**src/rtl/cpu_ctrl_pkg.sv**
```systemverilog
// Shared types for the multicycle CPU phase sequencer: state encoding,
// one-hot phase enables and the default PC increment.
package cpu_ctrl_pkg;

   typedef enum logic [2:0] {
      ST_FETCH = 3'd0,
      ST_READ  = 3'd1,
      ST_MEM   = 3'd2,
      ST_WB    = 3'd3,
      ST_HALT  = 3'd4,
      ST_FAULT = 3'd5
   } state_e;

   localparam int PH_W = 4;

   // Bit order matches {ph_wb, ph_mem, ph_read, ph_fetch}.
   localparam logic [PH_W-1:0] PH_NONE  = 4'b0000;
   localparam logic [PH_W-1:0] PH_FETCH = 4'b0001;
   localparam logic [PH_W-1:0] PH_READ  = 4'b0010;
   localparam logic [PH_W-1:0] PH_MEM   = 4'b0100;
   localparam logic [PH_W-1:0] PH_WB    = 4'b1000;

   localparam int PC_STEP_DEFAULT = 4;

   function automatic logic [PH_W-1:0] phase_of(state_e st);
      logic [PH_W-1:0] ph;
      ph = PH_NONE;
      case (st)
         ST_FETCH: ph = PH_FETCH;
         ST_READ:  ph = PH_READ;
         ST_MEM:   ph = PH_MEM;
         ST_WB:    ph = PH_WB;
         default:  ph = PH_NONE;
      endcase
      return ph;
   endfunction

endpackage

```
**src/rtl/multicycle_ctrl_if.sv**
```systemverilog
// Bundle between the phase sequencer (master) and the decoder, register
// file and memories (slave).
interface multicycle_ctrl_if #(
   parameter int ADDR_W = 32,
   parameter int CNT_W  = 32
);
   logic              halt_i;
   logic              imem_req;
   logic [ADDR_W-1:0] imem_addr;
   logic              imem_ack;
   logic              is_mem;
   logic              is_branch;
   logic              br_taken;
   logic              is_link;
   logic [ADDR_W-1:0] br_target;
   logic              dmem_req;
   logic              dmem_ack;
   logic              ph_fetch;
   logic              ph_read;
   logic              ph_mem;
   logic              ph_wb;
   logic              rf_we;
   logic              lr_we;
   logic [ADDR_W-1:0] lr_data;
   logic [ADDR_W-1:0] pc;
   logic              halted;
   logic              fault;
   logic [CNT_W-1:0]  retired_cnt;

   modport master (
      input  halt_i, imem_ack, is_mem, is_branch, br_taken, is_link,
             br_target, dmem_ack,
      output imem_req, imem_addr, dmem_req, ph_fetch, ph_read, ph_mem,
             ph_wb, rf_we, lr_we, lr_data, pc, halted, fault, retired_cnt
   );

   modport slave (
      output halt_i, imem_ack, is_mem, is_branch, br_taken, is_link,
             br_target, dmem_ack,
      input  imem_req, imem_addr, dmem_req, ph_fetch, ph_read, ph_mem,
             ph_wb, rf_we, lr_we, lr_data, pc, halted, fault, retired_cnt
   );

endinterface

```
**src/rtl/mem_wait_timer.sv**
```systemverilog
// Wait-cycle counter shared by instruction fetch and data access; flags
// expiry once a request has gone TIMEOUT cycles without acknowledge.
module mem_wait_timer #(
   parameter int TIMEOUT = 15
) (
   input  logic clk,
   input  logic nreset,
   input  logic clr_i,
   input  logic en_i,
   output logic expired_o
);

   localparam int CW = (TIMEOUT > 2) ? $clog2(TIMEOUT) : 1;
   localparam logic [CW-1:0] LIMIT = (TIMEOUT > 0) ? CW'(TIMEOUT - 1) : '0;

   logic [CW-1:0] cnt_q, cnt_d;

   // Holds at the limit so the counter never wraps back below expiry.
   always_comb begin
      cnt_d = cnt_q;
      if (clr_i) begin
         cnt_d = '0;
      end else if (en_i && !expired_o) begin
         cnt_d = cnt_q + CW'(1);
      end
   end

   always_ff @(posedge clk or negedge nreset) begin
      if (!nreset) begin
         cnt_q <= '0;
      end else begin
         cnt_q <= cnt_d;
      end
   end

   assign expired_o = (TIMEOUT != 0) && (cnt_q == LIMIT);

endmodule

```
**src/rtl/multicycle_ctrl.sv**
```systemverilog
// Handshaked FETCH/READ/MEM/WB phase sequencer: owns the PC, link value,
// halt/fault parking and the retired-instruction counter.
module multicycle_ctrl
   import cpu_ctrl_pkg::*;
#(
   parameter int                ADDR_W   = 32,
   parameter logic [ADDR_W-1:0] PC_RESET = '0,
   parameter int                PC_STEP  = PC_STEP_DEFAULT,
   parameter int                SKIP_MEM = 1,
   parameter int                TIMEOUT  = 15,
   parameter int                CNT_W    = 32
) (
   input  logic             clk,
   input  logic             nreset,
   multicycle_ctrl_if.master bus
);

   state_e            state_q, state_d;
   logic [ADDR_W-1:0] pc_q, pc_d;
   logic [ADDR_W-1:0] target_q, target_d;
   logic [CNT_W-1:0]  ret_q, ret_d;
   logic              mem_q, mem_d;
   logic              taken_q, taken_d;
   logic              link_q, link_d;

   logic [ADDR_W-1:0] pc_inc;
   logic              wait_act;
   logic              ack_sel;
   logic              tmr_clr;
   logic              tmr_en;
   logic              tmr_exp;
   logic [PH_W-1:0]   phase;

   assign pc_inc = pc_q + ADDR_W'(PC_STEP);

   // Only FETCH and a real data access wait on a handshake; any other
   // state, or an arriving ack, restarts the timer for the next wait.
   assign wait_act = (state_q == ST_FETCH) || ((state_q == ST_MEM) && mem_q);
   assign ack_sel  = (state_q == ST_FETCH) ? bus.imem_ack : bus.dmem_ack;
   assign tmr_clr  = !wait_act || ack_sel;
   assign tmr_en   = wait_act && !ack_sel;

   mem_wait_timer #(
      .TIMEOUT (TIMEOUT)
   ) u_timer (
      .clk       (clk),
      .nreset    (nreset),
      .clr_i     (tmr_clr),
      .en_i      (tmr_en),
      .expired_o (tmr_exp)
   );

   always_comb begin
      state_d  = state_q;
      pc_d     = pc_q;
      ret_d    = ret_q;
      mem_d    = mem_q;
      taken_d  = taken_q;
      link_d   = link_q;
      target_d = target_q;
      unique case (state_q)
         ST_FETCH: begin
            // Ack is tested first so a same-cycle ack beats expiry.
            if (bus.imem_ack) begin
               state_d = ST_READ;
            end else if (tmr_exp) begin
               state_d = ST_FAULT;
            end
         end
         ST_READ: begin
            mem_d    = bus.is_mem;
            taken_d  = bus.is_branch && bus.br_taken;
            link_d   = bus.is_link;
            target_d = bus.br_target;
            if ((SKIP_MEM != 0) && !bus.is_mem) begin
               state_d = ST_WB;
            end else begin
               state_d = ST_MEM;
            end
         end
         ST_MEM: begin
            if (!mem_q || bus.dmem_ack) begin
               state_d = ST_WB;
            end else if (tmr_exp) begin
               state_d = ST_FAULT;
            end
         end
         ST_WB: begin
            pc_d    = taken_q ? target_q : pc_inc;
            ret_d   = ret_q + CNT_W'(1);
            state_d = bus.halt_i ? ST_HALT : ST_FETCH;
         end
         ST_HALT: begin
            if (!bus.halt_i) begin
               state_d = ST_FETCH;
            end
         end
         ST_FAULT: begin
            state_d = ST_FAULT;
         end
         default: begin
            state_d = ST_FETCH;
         end
      endcase
   end

   always_ff @(posedge clk or negedge nreset) begin
      if (!nreset) begin
         state_q  <= ST_FETCH;
         pc_q     <= PC_RESET;
         ret_q    <= '0;
         mem_q    <= 1'b0;
         taken_q  <= 1'b0;
         link_q   <= 1'b0;
         target_q <= '0;
      end else begin
         state_q  <= state_d;
         pc_q     <= pc_d;
         ret_q    <= ret_d;
         mem_q    <= mem_d;
         taken_q  <= taken_d;
         link_q   <= link_d;
         target_q <= target_d;
      end
   end

   assign phase = phase_of(state_q);

   assign bus.ph_fetch    = phase[0];
   assign bus.ph_read     = phase[1];
   assign bus.ph_mem      = phase[2];
   assign bus.ph_wb       = phase[3];
   assign bus.rf_we       = phase[3];
   assign bus.imem_req    = (state_q == ST_FETCH);
   assign bus.imem_addr   = pc_q;
   assign bus.dmem_req    = (state_q == ST_MEM) && mem_q;
   assign bus.lr_we       = (state_q == ST_WB) && taken_q && link_q;
   assign bus.lr_data     = pc_inc;
   assign bus.pc          = pc_q;
   assign bus.halted      = (state_q == ST_HALT);
   assign bus.fault       = (state_q == ST_FAULT);
   assign bus.retired_cnt = ret_q;

endmodule

```
**src/flat_wrapper.sv**
```systemverilog
// flat-port wrapper written by rule: the top's interface ports become plain ports
module multicycle_ctrl_flat import cpu_ctrl_pkg::*;
#(
   parameter int                ADDR_W   = 32,
   parameter logic [ADDR_W-1:0] PC_RESET = '0,
   parameter int                PC_STEP  = PC_STEP_DEFAULT,
   parameter int                SKIP_MEM = 1,
   parameter int                TIMEOUT  = 15,
   parameter int                CNT_W    = 32
)
  (clk, nreset, bus_halt_i, bus_imem_ack, bus_is_mem, bus_is_branch, bus_br_taken, bus_is_link, bus_br_target, bus_dmem_ack, bus_imem_req, bus_imem_addr, bus_dmem_req, bus_ph_fetch, bus_ph_read, bus_ph_mem, bus_ph_wb, bus_rf_we, bus_lr_we, bus_lr_data, bus_pc, bus_halted, bus_fault, bus_retired_cnt);
  multicycle_ctrl_if #(.ADDR_W(ADDR_W), .CNT_W(CNT_W)) bus_i ();
  input  logic clk;
  input  logic nreset;
  input wire logic [$bits(bus_i.halt_i)-1:0] bus_halt_i;
  input wire logic [$bits(bus_i.imem_ack)-1:0] bus_imem_ack;
  input wire logic [$bits(bus_i.is_mem)-1:0] bus_is_mem;
  input wire logic [$bits(bus_i.is_branch)-1:0] bus_is_branch;
  input wire logic [$bits(bus_i.br_taken)-1:0] bus_br_taken;
  input wire logic [$bits(bus_i.is_link)-1:0] bus_is_link;
  input wire logic [$bits(bus_i.br_target)-1:0] bus_br_target;
  input wire logic [$bits(bus_i.dmem_ack)-1:0] bus_dmem_ack;
  output wire logic [$bits(bus_i.imem_req)-1:0] bus_imem_req;
  output wire logic [$bits(bus_i.imem_addr)-1:0] bus_imem_addr;
  output wire logic [$bits(bus_i.dmem_req)-1:0] bus_dmem_req;
  output wire logic [$bits(bus_i.ph_fetch)-1:0] bus_ph_fetch;
  output wire logic [$bits(bus_i.ph_read)-1:0] bus_ph_read;
  output wire logic [$bits(bus_i.ph_mem)-1:0] bus_ph_mem;
  output wire logic [$bits(bus_i.ph_wb)-1:0] bus_ph_wb;
  output wire logic [$bits(bus_i.rf_we)-1:0] bus_rf_we;
  output wire logic [$bits(bus_i.lr_we)-1:0] bus_lr_we;
  output wire logic [$bits(bus_i.lr_data)-1:0] bus_lr_data;
  output wire logic [$bits(bus_i.pc)-1:0] bus_pc;
  output wire logic [$bits(bus_i.halted)-1:0] bus_halted;
  output wire logic [$bits(bus_i.fault)-1:0] bus_fault;
  output wire logic [$bits(bus_i.retired_cnt)-1:0] bus_retired_cnt;
  assign bus_i.halt_i = bus_halt_i;
  assign bus_i.imem_ack = bus_imem_ack;
  assign bus_i.is_mem = bus_is_mem;
  assign bus_i.is_branch = bus_is_branch;
  assign bus_i.br_taken = bus_br_taken;
  assign bus_i.is_link = bus_is_link;
  assign bus_i.br_target = bus_br_target;
  assign bus_i.dmem_ack = bus_dmem_ack;
  assign bus_imem_req = bus_i.imem_req;
  assign bus_imem_addr = bus_i.imem_addr;
  assign bus_dmem_req = bus_i.dmem_req;
  assign bus_ph_fetch = bus_i.ph_fetch;
  assign bus_ph_read = bus_i.ph_read;
  assign bus_ph_mem = bus_i.ph_mem;
  assign bus_ph_wb = bus_i.ph_wb;
  assign bus_rf_we = bus_i.rf_we;
  assign bus_lr_we = bus_i.lr_we;
  assign bus_lr_data = bus_i.lr_data;
  assign bus_pc = bus_i.pc;
  assign bus_halted = bus_i.halted;
  assign bus_fault = bus_i.fault;
  assign bus_retired_cnt = bus_i.retired_cnt;
  multicycle_ctrl #(.ADDR_W(ADDR_W), .PC_RESET(PC_RESET), .PC_STEP(PC_STEP), .SKIP_MEM(SKIP_MEM), .TIMEOUT(TIMEOUT), .CNT_W(CNT_W)) u_core (.clk(clk), .nreset(nreset), .bus(bus_i));
endmodule
```
**config.mk**
```make
export PLATFORM = sky130hd
export DESIGN_NAME = multicycle_ctrl_flat
export DESIGN_NICKNAME = d
export VERILOG_FILES = /design/src/rtl/cpu_ctrl_pkg.sv /design/src/rtl/multicycle_ctrl_if.sv /design/src/rtl/mem_wait_timer.sv /design/src/rtl/multicycle_ctrl.sv /design/src/flat_wrapper.sv
export SDC_FILE = /design/constraint.sdc
export NUM_CORES = 1
export LEC_CHECK = 0
export ABC_AREA = 1
export CAP_MARGIN = 20
export CORE_UTILIZATION = 44
export CTS_CLUSTER_SIZE = 16
export DETAILED_ROUTE_END_ITERATION = 6
export GPL_ROUTABILITY_DRIVEN = 1
export PLACE_DENSITY = 0.78
export SLEW_MARGIN = 20
export SYNTH_ARGS = -nofsm -noshare
export SYNTH_HDL_FRONTEND = slang
export SYNTH_SLANG_ARGS = --single-unit
```
**constraint.sdc**
```tcl
create_clock -name clk -period 1.5 [get_ports clk]
set_clock_uncertainty 0.1 [all_clocks]
set_input_delay 0.15 -clock clk [delete_from_list [all_inputs] [get_ports clk]]
set_output_delay 0.15 -clock clk [all_outputs]
set_load 0.02 [all_outputs]
```
Word level (Yosys, flattened, before mapping) --
Cells that the tools add are included.
Word-level totals: input port bits 41, word-level logic and storage cells 45, register bits after elaboration 106, output and inout bits 138
Cells by class: add/subtract/negate cells 3, reduce and logical (&&, ||, !) cells 15, eq/ne operators 7, multiplexer cells 12
Operators by type and width (count):
- $add 32x1->32 const B | 1
- $add 32x3->32 const B | 1
- $mux 32 | 1
- $pmux 3 s6 | 1
- $pmux 4 s4 | 1
- $mux 3 | 5
- $mux 4 | 2
- $eq 3x2->1 const B | 2
- $eq 3x3->1 const B | 2
- $logic_and 1x1->1 | 6
- $add 4x1->4 const B | 1
- $eq 4x4->1 const B | 1
- $logic_not 1->1 | 4
- $eq 3x1->1 const B | 1
- $logic_not 3->1 | 1
- $logic_or 1x1->1 | 3
- $mux 1 | 2
- $ne 2x2->1 const B | 1
- $reduce_bool 2->1 | 1

Logic depth before layout (Yosys ltp) --
Gate-level depths: netlist (run 1).
depth after elaboration 7, gate-level depth with buffers 10, depth with buffers taken out 10

Modules after synthesis --
Synthesis (run 1) repeated with hierarchy kept, for this count alone.
Unflattened totals: cell total of the unflattened synthesis 852, area total of the unflattened synthesis 6276.0 µm²
By module, submodules not included:
- multicycle_ctrl | instances 1, area an instance 6027.0 µm², seq. area each 2552.4 µm², cells each 820
- mem_wait_timer | instances 1, area an instance 249.0 µm², seq. area each 100.1 µm², cells each 32

Least setup slack after synthesis (run 1) --
Ideal clock, no wire load.
path kind register to register, from register u_core.pc_q[2] (netlist: u_core.bus.imem_addr[2]), to register u_core.pc_q[12] (netlist: u_core.bus.imem_addr[12]), path slack -463 ps, data required time 1334 ps, cell stages (with the launch flop) 9, path buffers 0, data arrival time 1796 ps, library setup time 66 ps, period minus slack after synthesis 1963 ps, path through dfrtp_1 ha_1 nand2_1 nor2_2 nand2_4 nor2_4 xor2_1 nand2_1 nand2_1
On the way: cells in the longest elaborated chain, start to end 2
RTL lines:
- start, declared | line multicycle_ctrl.sv:19 | logic [ADDR_W-1:0] pc_q, pc_d;
- start signal, assigned | line multicycle_ctrl.sv:118 | pc_q <= pc_d;
- $add 32x3->32 | line multicycle_ctrl.sv:34 | assign pc_inc = pc_q + ADDR_W'(PC_STEP);
- named net bus_lr_data[12] | line flat_wrapper.sv:32 | output wire logic [$bits(bus_i.lr_data)-1:0] bus_lr_data;
- $mux 32 | line multicycle_ctrl.sv:89 | pc_d = taken_q ? target_q : pc_inc;
The timed path passes the listed nets, and every way through them passes these cells. A chain may end at the register's enable or synchronous reset.

Worst setup path in the final report (run 1) --
from register u_core.pc_q[9] (netlist: u_core.bus.imem_addr[9]), to output port bus_lr_data[12]
On the way: cells in the longest elaborated chain, start to end 1
RTL lines (line):
- $add 32x3->32 | multicycle_ctrl.sv:34
- end, declared | flat_wrapper.sv:32
No other way between the ends.

==> results of run 1 <==
## cells in the mapped netlist (all sizes together)
cell,number
dfrtp,106
o31ai,1
nor3,1
buf,51
xnor2,9
o22ai,2
o21bai,1
nand3b,5
o221ai,2
nor2,104
o21ai,26
nand4,8
a22oi,26
nand3,38
nand2,324
xor2,23
and2,7
ha,4
a21oi,4
inv,76
or2,2
clkbuf,1
## area by class of cell
type | instances | area, um2 | share of cell area
multi-input cells | 587 | 4190 | 0.356
repair buffers | 420 | 4050 | 0.344
flip-flops and latches | 106 | 2690 | 0.229
inverters | 76 | 318 | 0.0270
clock buffers | 10 | 229 | 0.0195
well taps | 176 | 220 | 0.0187
clock inverters | 6 | 58.8 | 0.00500
diodes | 2 | 5.00 | 0.000426
## cell families (layout without fill, tap and decap cells)
kind of cell | Yosys count | in the layout | synth area share
xor gates and xnor gates | 32 | 32 | 0.0503
DFF | 106 | 106 | 0.430
adders and majority gates | 4 | 4 | 0.00811
AOI/OAI and AO/OA | 62 | 62 | 0.0639
buffers and inverters | 128 | 512 | 0.105
other | 0 | 2 | 0
and+or+nand+nor | 489 | 489 | 0.342
## flip-flops by register name (all words and copies together), names as in the netlist
name                    count
u_core.bus.retired_cnt     32
u_core.u_timer.cnt_q        4
u_core.link_q               1
u_core.taken_q              1
u_core.target_q            32
u_core.bus.imem_addr       32
u_core.mem_q                1
u_core.state_q              3
## power by group
group | leakage (nW) | internal (mW) | switching (mW)
registers | 1.34 | 3.81 | 1.12
clock network | 0.146 | 1.29 | 1.21
logic | 4.21 | 6.90 | 8.47
total | 5.69 | 12.0 | 10.8
## per-stage QoR
step	area (um2)	instances	total power, mW
finish	11800	1383	22.8
global route	11800	1381	23.4
global placement	9150	1264	13.3
floorplan	6360	821	9.33
detailed placement	9150	1264	13.5
CTS	10700	1346	18.8
## path summary, 6_finish.rpt
kind / from / endpoint / slack, ns
max: u_core.bus.imem_addr[9] / bus_lr_data[12] / -1.08
min: nreset / u_core.target_q[11] / 0.20
max reg2reg: u_core.bus.imem_addr[21] / u_core.bus.imem_addr[28] / -0.76
min reg2reg: u_core.target_q[25] / u_core.target_q[25] / 0.42
max in group asynchronous: nreset / u_core.bus.imem_addr[6] / 0.51
min in group clk: bus_br_target[25] / u_core.target_q[25] / 0.22
## routing by layer
| metal | global-route usage | vias to the layer above | wire (um) |
|---|---|---|---|
| li1 | - | 3298 | - |
| met1 | 0.393 | 3882 | 11000 |
| met2 | 0.599 | 725 | 15500 |
| met3 | 0.0816 | 326 | 4720 |
| met4 | 0.248 | 2 | 3440 |
| met5 | 0 | - | 6 |
## what timing repair did
| item | CTS | global route |
|---|---|---|
| endpoints found under the hold margin | 31 | 0 |
| endpoints found under the setup margin | 218 | 201 |
| hold buffers | 1 | 0 |
| gates cloned | 12 | 2 |
| pin swaps | 83 | 86 |
| resized for setup | 591 | 329 |
| buffers inserted | 54 | 47 |
==> results.ini, run 1 <==
[outcome]
status=finished with violations
violations=negative setup slack

[clocking]
clock_sinks=106
clk_pin_slew_ns=0.08
cts_max_level=3
cts_root_buf=clkbuf_16
cts_tree=yes
clock_latency_ns=0.37
cts_made_buffers=9
cts_buffer_depth=2

[grt]
grt_pass1_vias=7441
grt_pass1_wl_um=38800
antenna_found_initial=2
grt_max_degree=37
overflow=0
grt_use_total=0.354

[synthesis]
yosys_warnings=0
synth.distinct_cells=36
synth_nets=866
syn_avg_cell_area_um2=7.51
ys_seq_area_frac=0.430
synth_top_area_share=0.430
synth_area_leaders=dfrtp_1, nand2_1, nor2_1
syn-cell-area_um2=6170
syn_inst=821
synth_seq_cells=106
yosysTopAreaCell=dfrtp_1

[timing]
fin_crit_ns=2.58
hold_slack_ns=0.200
finalSetupTns_ns=-52.91
worstMarginPinSlew_ns=0.687
setup_violations=157
hold_viol=0
rsz0062_at_grt=true
max_freq_mhz=387
fin_crit_sh=1.72
setup_slack_ns=-1.08
max_slew_margin=0.542
drv_slew=0

[setup_path]
r2r_cells=12
cp_top_family=simple AND/OR/NAND/NOR gates
arrival_ns=2.33
crit_fanout=5
critPathSlowestCell=dfrtp_2
start_kind=register
cpPeakStageDelay_ns=0.45
cp-end-kind=output port
path_buf_inv=1
path_depth=6
critPathKind=register to output port
cp_cell_sequence=nand2_2, nor2_2, nand2_4, nor2_4, xor2_2, buf_6
required_ns=1.25

[placement]
io_buffers=178
pre_cts_slack_ns=-0.678
gp_congestion=0.944
hpwlAfterDp_um=13900

[floorplanning]
dieWidth_um=120
ios=179
die_y_um=120
die_area_um2=14500
initial_utilization=0.459
placementRows=42
core_um2=13500

[finish]
fin_util=0.874
area_growth_pct=90.6
most-common-layout-cells=nand2_1, buf_4, buf_6
final_common_cell=nand2_1
drive_gt1_frac=0.560
fillers=579
nNetsFinal=1245

[routing]
postRouteAntennaNets=0
drc=0
drt-initial-drc-count=1073
routed_wl_um=34700
firstDrtPassIters=6
vias_per_cell=5.95
vias=8233
avgRoutedWirePerCell_um=25.1

[pwr]
ir_drop_v=0.00106
p_leak_nw=5.69
p_per_area_nw_per_um2=1940

[hold_path]
hold_path_class=input port to asynchronous set/reset pin

[job]
cap_violations=0

No activity file was read; power rests on OpenSTA's default activity.
==> inputs of run 2 (changes only) <==
CORE_ASPECT_RATIO = 1.4   (was not set)
SKIP_CTS_REPAIR_TIMING = 1   (was not set)
==> results.ini, run 2 (synthesized netlist as in run 1, its figures left out) <==
[setup_path]
crit_start=u_core.bus.imem_addr[2]
r2r_cells=8
start_kind=register
crit_fanout=5
critPathKind=register to output port
required_ns=1.25
rr_startpoint=u_core.state_q[1]
arrival_ns=1.91
cp-end-kind=output port

[floorplanning]
dieWidth_um=102
die_y_um=142
core_um2=13500
placementRows=50
die_area_um2=14500
initial_utilization=0.457
ios=179

[placement]
hpwlAfterDp_um=15000
io_buffers=178
gp_congestion=0.961
place_area_um2=9110
dpl.cell_count=1267

[finish]
diodes=0
drive_gt1_frac=0.466
fin_cells=1354
final_common_cell=nand2_1
fillers=656
most-common-layout-cells=nand2_1, buf_4, dlymetal6s2s_1
area_growth_pct=85.5
design_area_um2=11400
nNetsFinal=1212

[grt]
antenna_found_initial=0
grt_pass1_wl_um=30300
grt_max_degree=34
overflow=0
grt_use_total=0.275
grt_pass1_vias=6348

[timing]
drv_slew=0
setup_violations=136
setup_slack_ns=-0.659
max_freq_mhz=463
hold_slack_ns=0.205
fin_crit_sh=1.44
rsz0062_at_grt=true
worstMarginPinSlew_ns=0.439
fin_crit_ns=2.16
finalSetupTns_ns=-33.93
hold_viol=0
max_slew_margin=0.708

[pwr]
clkPwrFrac=0.137
p_leak_nw=6.64
intPower_mw=11.1
swShare=0.430
ir_drop_v=0.000950
pwr-share-seq=0.240
combPwrFrac=0.623
p_per_area_nw_per_um2=1700
switching_power_mw=8.39

[job]
cap_violations=0

[clocking]
cts_tree=yes
cts_max_level=3
cts_root_buf=clkbuf_16
clock_sinks=106
cts_buffer_depth=2
cts_made_buffers=9
clk_pin_slew_ns=0.08
clock_latency_ns=0.36

[routing]
vias_per_cell=5.38
vias=7278
postRouteAntennaNets=0
avgRoutedWirePerCell_um=20.0
drc=0
firstDrtPassIters=5
routed_wl_um=27100
drt-initial-drc-count=360

[outcome]
violations=negative setup slack
status=finished with violations

[hold_path]
hold_path_class=input port to asynchronous set/reset pin

run 2: cell types whose count changed in the layout (fill, tap and decap cells not counted), moves of 9 or more:
cell             previous run  this run
nand2_1                   191       233
nand2_4                    46        15
nor2_1                     42        30
a22oi_2                    22         5
buf_16                      9         0
buf_6                      89        69
dlygate4sd2_1              25         0
a22oi_1                     4        21
nand2_2                    87        76
buf_4                     170       150
clkdlybuf4s15_1            18         0
dlymetal6s2s_1              0        92
clkbuf_2                   30         7
run 2: metal layers:
metal,wire length [um],global-route usage,vias to the layer above,share of wire
li1,-,-,3216,-
met1,8830,0.289,3495,0.33
met2,14400,0.502,417,0.53
met3,1850,0.0550,150,0.068
met4,2090,0.156,0,0.077
met5,0,0,-,0
run 2: cell type report:
class | count | area, um2 | area share
clock inverters | 5 | 85.1 | 0.00743
flip-flops and latches | 106 | 2690 | 0.235
well taps | 182 | 228 | 0.0199
repair buffers | 387 | 4030 | 0.352
clock buffers | 11 | 243 | 0.0212
multi-input cells | 587 | 3860 | 0.338
inverters | 76 | 303 | 0.0265
run 2: path summary, 6_finish.rpt:
check,endpoint,slack (ns)
setup / recovery,bus_lr_data[12],-0.66
hold / removal,u_core.target_q[14],0.21
setup reg to reg,u_core.bus.imem_addr[25],-0.36
hold reg to reg,u_core.target_q[13],0.39
max in group asynchronous,u_core.bus.imem_addr[24],0.53
min in group clk,u_core.target_q[26],0.22
run 2: through the flow:
stage / utilization / setup slack [ns] / power [mW]
floorplan: - / -0.185 / 9.33
global placement: 0.674 / -0.611 / 13.2
detailed placement: 0.674 / -0.659 / 13.4
CTS: 0.698 / -1.03 / 16.1
global route: 0.847 / -0.767 / 20.3
finish: 0.847 / -0.659 / 19.5
run 2: worst max-delay path, cell delays in order (launching register included):
cell and delay [ns]:
dfrtp_2 0.42, ha_4 0.16, nand2_4 0.06, nor2_4 0.12, nand2_4 0.10, nor2_4 0.24, xor2_2 0.27, buf_4 0.19
run 2: power by group through the flow:
stage                     clock network (mW)  registers (mW)  logic [mW]
after floorplan                            0            5.12        4.21
after global placement                     0            4.52        8.69
after detailed placement                   0            4.56        8.88
after CTS                               2.67            4.52        8.91
after global routing                    2.81            4.74        12.7
final                                   2.67            4.68        12.2
==> inputs of run 3 (changes only) <==
CORE_MARGIN = 5   (was not set)
CORE_UTILIZATION = 58   (was 44)
DONT_BUFFER_PORTS = 1   (was not set)
HOLD_SLACK_MARGIN = 0.02   (was not set)
PLACE_DENSITY = 0.76   (was 0.78)
==> results.ini, run 3 <==
[placement]
hpwlAfterDp_um=14600
gp_congestion=0.959
dpl.cell_count=1083
io_buffers=0

[clocking]
cts_made_buffers=9
cts_max_level=3
cts_buffer_depth=2
clock_sinks=106
cts_root_buf=clkbuf_16

[synthesis]
syn_inst=821
synth_area_leaders=dfrtp_1, nand2_1, nor2_1
yosysTopAreaCell=dfrtp_1
synth_nets=866
syn_avg_cell_area_um2=7.51
synth_common_cells=nand2_1, dfrtp_1, nor2_1
yosys_warnings=0
synth_seq_cells=106
synth_edf_count=0
ys_seq_area_frac=0.430
syn-cell-area_um2=6170
synth_top_area_share=0.430
async_flop_share=1.00
yosysMostFrequentCell=nand2_1
synthFlopType=dfrtp_1
synth.distinct_cells=36

[timing]
postGrtWorstEndpoint=bus_lr_data[18]
worst-ep-kind=output port

[floorplanning]
ios=179
initial_utilization=0.593
dieWidth_um=97.2
placementRows=44
die_y_um=132

[grt]
grt_max_degree=107
grt_use_total=0.904
overflow=808

[outcome]
stop_error=[ERROR GRT-0232] Routing congestion too high. Check the congestion heatmap in the GUI.
stop_stage=5_1_grt
status=aborted with a tool error

run 3: kinds of logic after synthesis:
logic type / share of synthesized area
and+or+nand+nor: 0.342
buffers and inverters: 0.105
DFF: 0.430
AOI/OAI and AO/OA: 0.0639
xor gates and xnor gates: 0.0503
adders and majority gates: 0.00811
run 3: routing by layer:
| metal | GRT usage | GRT overflow |
|---|---|---|
| met3 | 0.668 | 5 |
| met1 | 0.825 | 3 |
| met2 | 1.17 | 577 |
| met4 | 1.05 | 223 |
| met5 | 0.146 | 0 |
run 3: per-stage QoR:
stage	cell area, um2	setup TNS, ns	hold slack [ns]	setup slack, ns
2_1_floorplan	6360	-3.08	-0.246	-0.185
3_3_place_gp	7690	-2.58	-0.243	-0.127
4_1_cts	7960	-20.13	-0.621	-0.547
3_5_place_dp	7690	-5.22	-0.243	-0.162
==> inputs of run 4 (changes only) <==
CORE_ASPECT_RATIO = not set   (was 1.4)
CORE_UTILIZATION = 40   (was 58)
CTS_CLUSTER_SIZE = not set   (was 16)
HOLD_SLACK_MARGIN = not set   (was 0.02)
PLACE_DENSITY = not set   (was 0.76)
PLACE_DENSITY_LB_ADDON = 0.15   (was not set)
clock period = 2 ns   (was 1.5 ns; I/O delays follow)
==> results.ini, run 4 (synthesized netlist as in run 1, its figures left out) <==
[floorplanning]
die_y_um=134
dieWidth_um=134
placementRows=45
core_um2=15100
die_area_um2=18000
ios=179
initial_utilization=0.407

[grt]
grt_use_total=0.190
antenna_found_initial=0
grt_max_degree=107
grt_pass1_wl_um=27400
overflow=0
grt_pass1_vias=5327

[clocking]
clk_pin_slew_ns=0.08
cts_tree=yes
clock_latency_ns=0.36
cts_buffer_depth=2
cts_made_buffers=9
cts_max_level=3
clock_sinks=106
cts_root_buf=clkbuf_16

[finish]
design_area_um2=7700
diodes=0
area_growth_pct=24.8
nNetsFinal=942
drive_gt1_frac=0.198
fillers=1476
most-common-layout-cells=nand2_1, dfrtp_1, nor2_1
final_common_cell=nand2_1
fin_util=0.509
regArea_um2=2660
multi_input_area_um2=3060

[setup_path]
start_kind=register
cp_cell_sequence=ha_2, nand2_2, nor2_4, nand2_4, nor2_4, nand2_1, nand2_1, nand2_2, buf_12
cp-end-kind=output port
rr_startpoint=u_core.bus.imem_addr[2]
crit_fanout=5
arrival_ns=1.81
critPathSlowestCell=dfrtp_1
required_ns=1.70
r2r_setup_slack_ns=0.23
cp_top_family=simple AND/OR/NAND/NOR gates
path_buf_inv=1
critPathKind=register to output port
r2r_end=u_core.bus.imem_addr[26]
cpPeakStageDelay_ns=0.38
r2r_cells=11

[routing]
avgRoutedWirePerCell_um=16.1
drc=0
drt-initial-drc-count=347
postRouteAntennaNets=0
firstDrtPassIters=4
routed_wl_um=17500
vias_per_cell=4.98
vias=5423

[timing]
hold_slack_ns=-0.561
max_freq_mhz=473
fin_crit_ns=2.11
drv_slew=0
hold_viol=106
setup_violations=18
fin_crit_sh=1.06
worstMarginPinSlew_ns=0.571
setup_slack_ns=-0.114
max_slew_margin=0.619
rsz0062_at_grt=true

[pwr]
p_total_mw=10.4
p_per_area_nw_per_um2=1340
ir_drop_v=0.00115
p_leak_nw=3.62

[placement]
gp_congestion=0.879
place_area_um2=6660
io_buffers=0
hpwlAfterDp_um=12700

[job]
cap_violations=0

[outcome]
violations=negative hold slack, negative setup slack
status=finished with violations

[hold_path]
hold_path_class=input port to asynchronous set/reset pin

run 4: worst reg2reg max path: stages, from the launching register on:
cell	delay [ns]
dfrtp_1	0.38
ha_2	0.19
nand2_2	0.07
nor2_4	0.14
nand2_4	0.10
nor2_4	0.19
nand2_1	0.08
nand2_1	0.08
nand2_2	0.08
buf_4	0.14
nand2_1	0.07
nand2_1	0.05
run 4: per-layer routing:
layer,track usage,share of wire
met1,0.231,0.42
met2,0.315,0.48
met3,0.0765,0.081
met4,0.0481,0.014
met5,0,0
run 4: per-stage QoR:
stage          setup TNS, ns  setup WS [ns]  cells
3_3_place_gp               0          0.246   1024
2_1_floorplan              0         0.0374    821
5_1_grt                -3.31         -0.248   1090
6_report               -1.11         -0.114   1090
3_5_place_dp               0          0.204   1024
4_1_cts                -2.31         -0.203   1040
run 4: layout make-up:
type,count,area share
Clock buffer,10,0.0297
Clock inverter,6,0.0146
Inverter,76,0.0370
Multi-Input combinational cell,587,0.397
Sequential cell,106,0.345
Tap cell,188,0.0305
Timing Repair Buffer,117,0.146
run 4: how the worst max path moves through the flow:
stage	endpoint	slack, ns	depth (start not counted)	from
2_1_floorplan	u_core.bus.imem_addr[12]	0.04	8	u_core.bus.imem_addr[2]
3_3_place_gp	bus_lr_data[26]	0.25	9	u_core.bus.imem_addr[2]
3_5_place_dp	bus_lr_data[26]	0.20	9	u_core.bus.imem_addr[2]
4_1_cts	bus_lr_data[26]	-0.20	9	u_core.bus.imem_addr[3]
5_1_grt	bus_lr_data[28]	-0.25	9	u_core.bus.imem_addr[2]
6_report	bus_lr_data[28]	-0.11	9	u_core.bus.imem_addr[2]
run 4: report_power, final:
group	internal, mW	switching [mW]	total [mW]	leakage [nW]
registers	2.82	0.634	3.46	1.37
logic	1.69	3.12	4.82	2.08
clock network	1.23	0.849	2.08	0.167
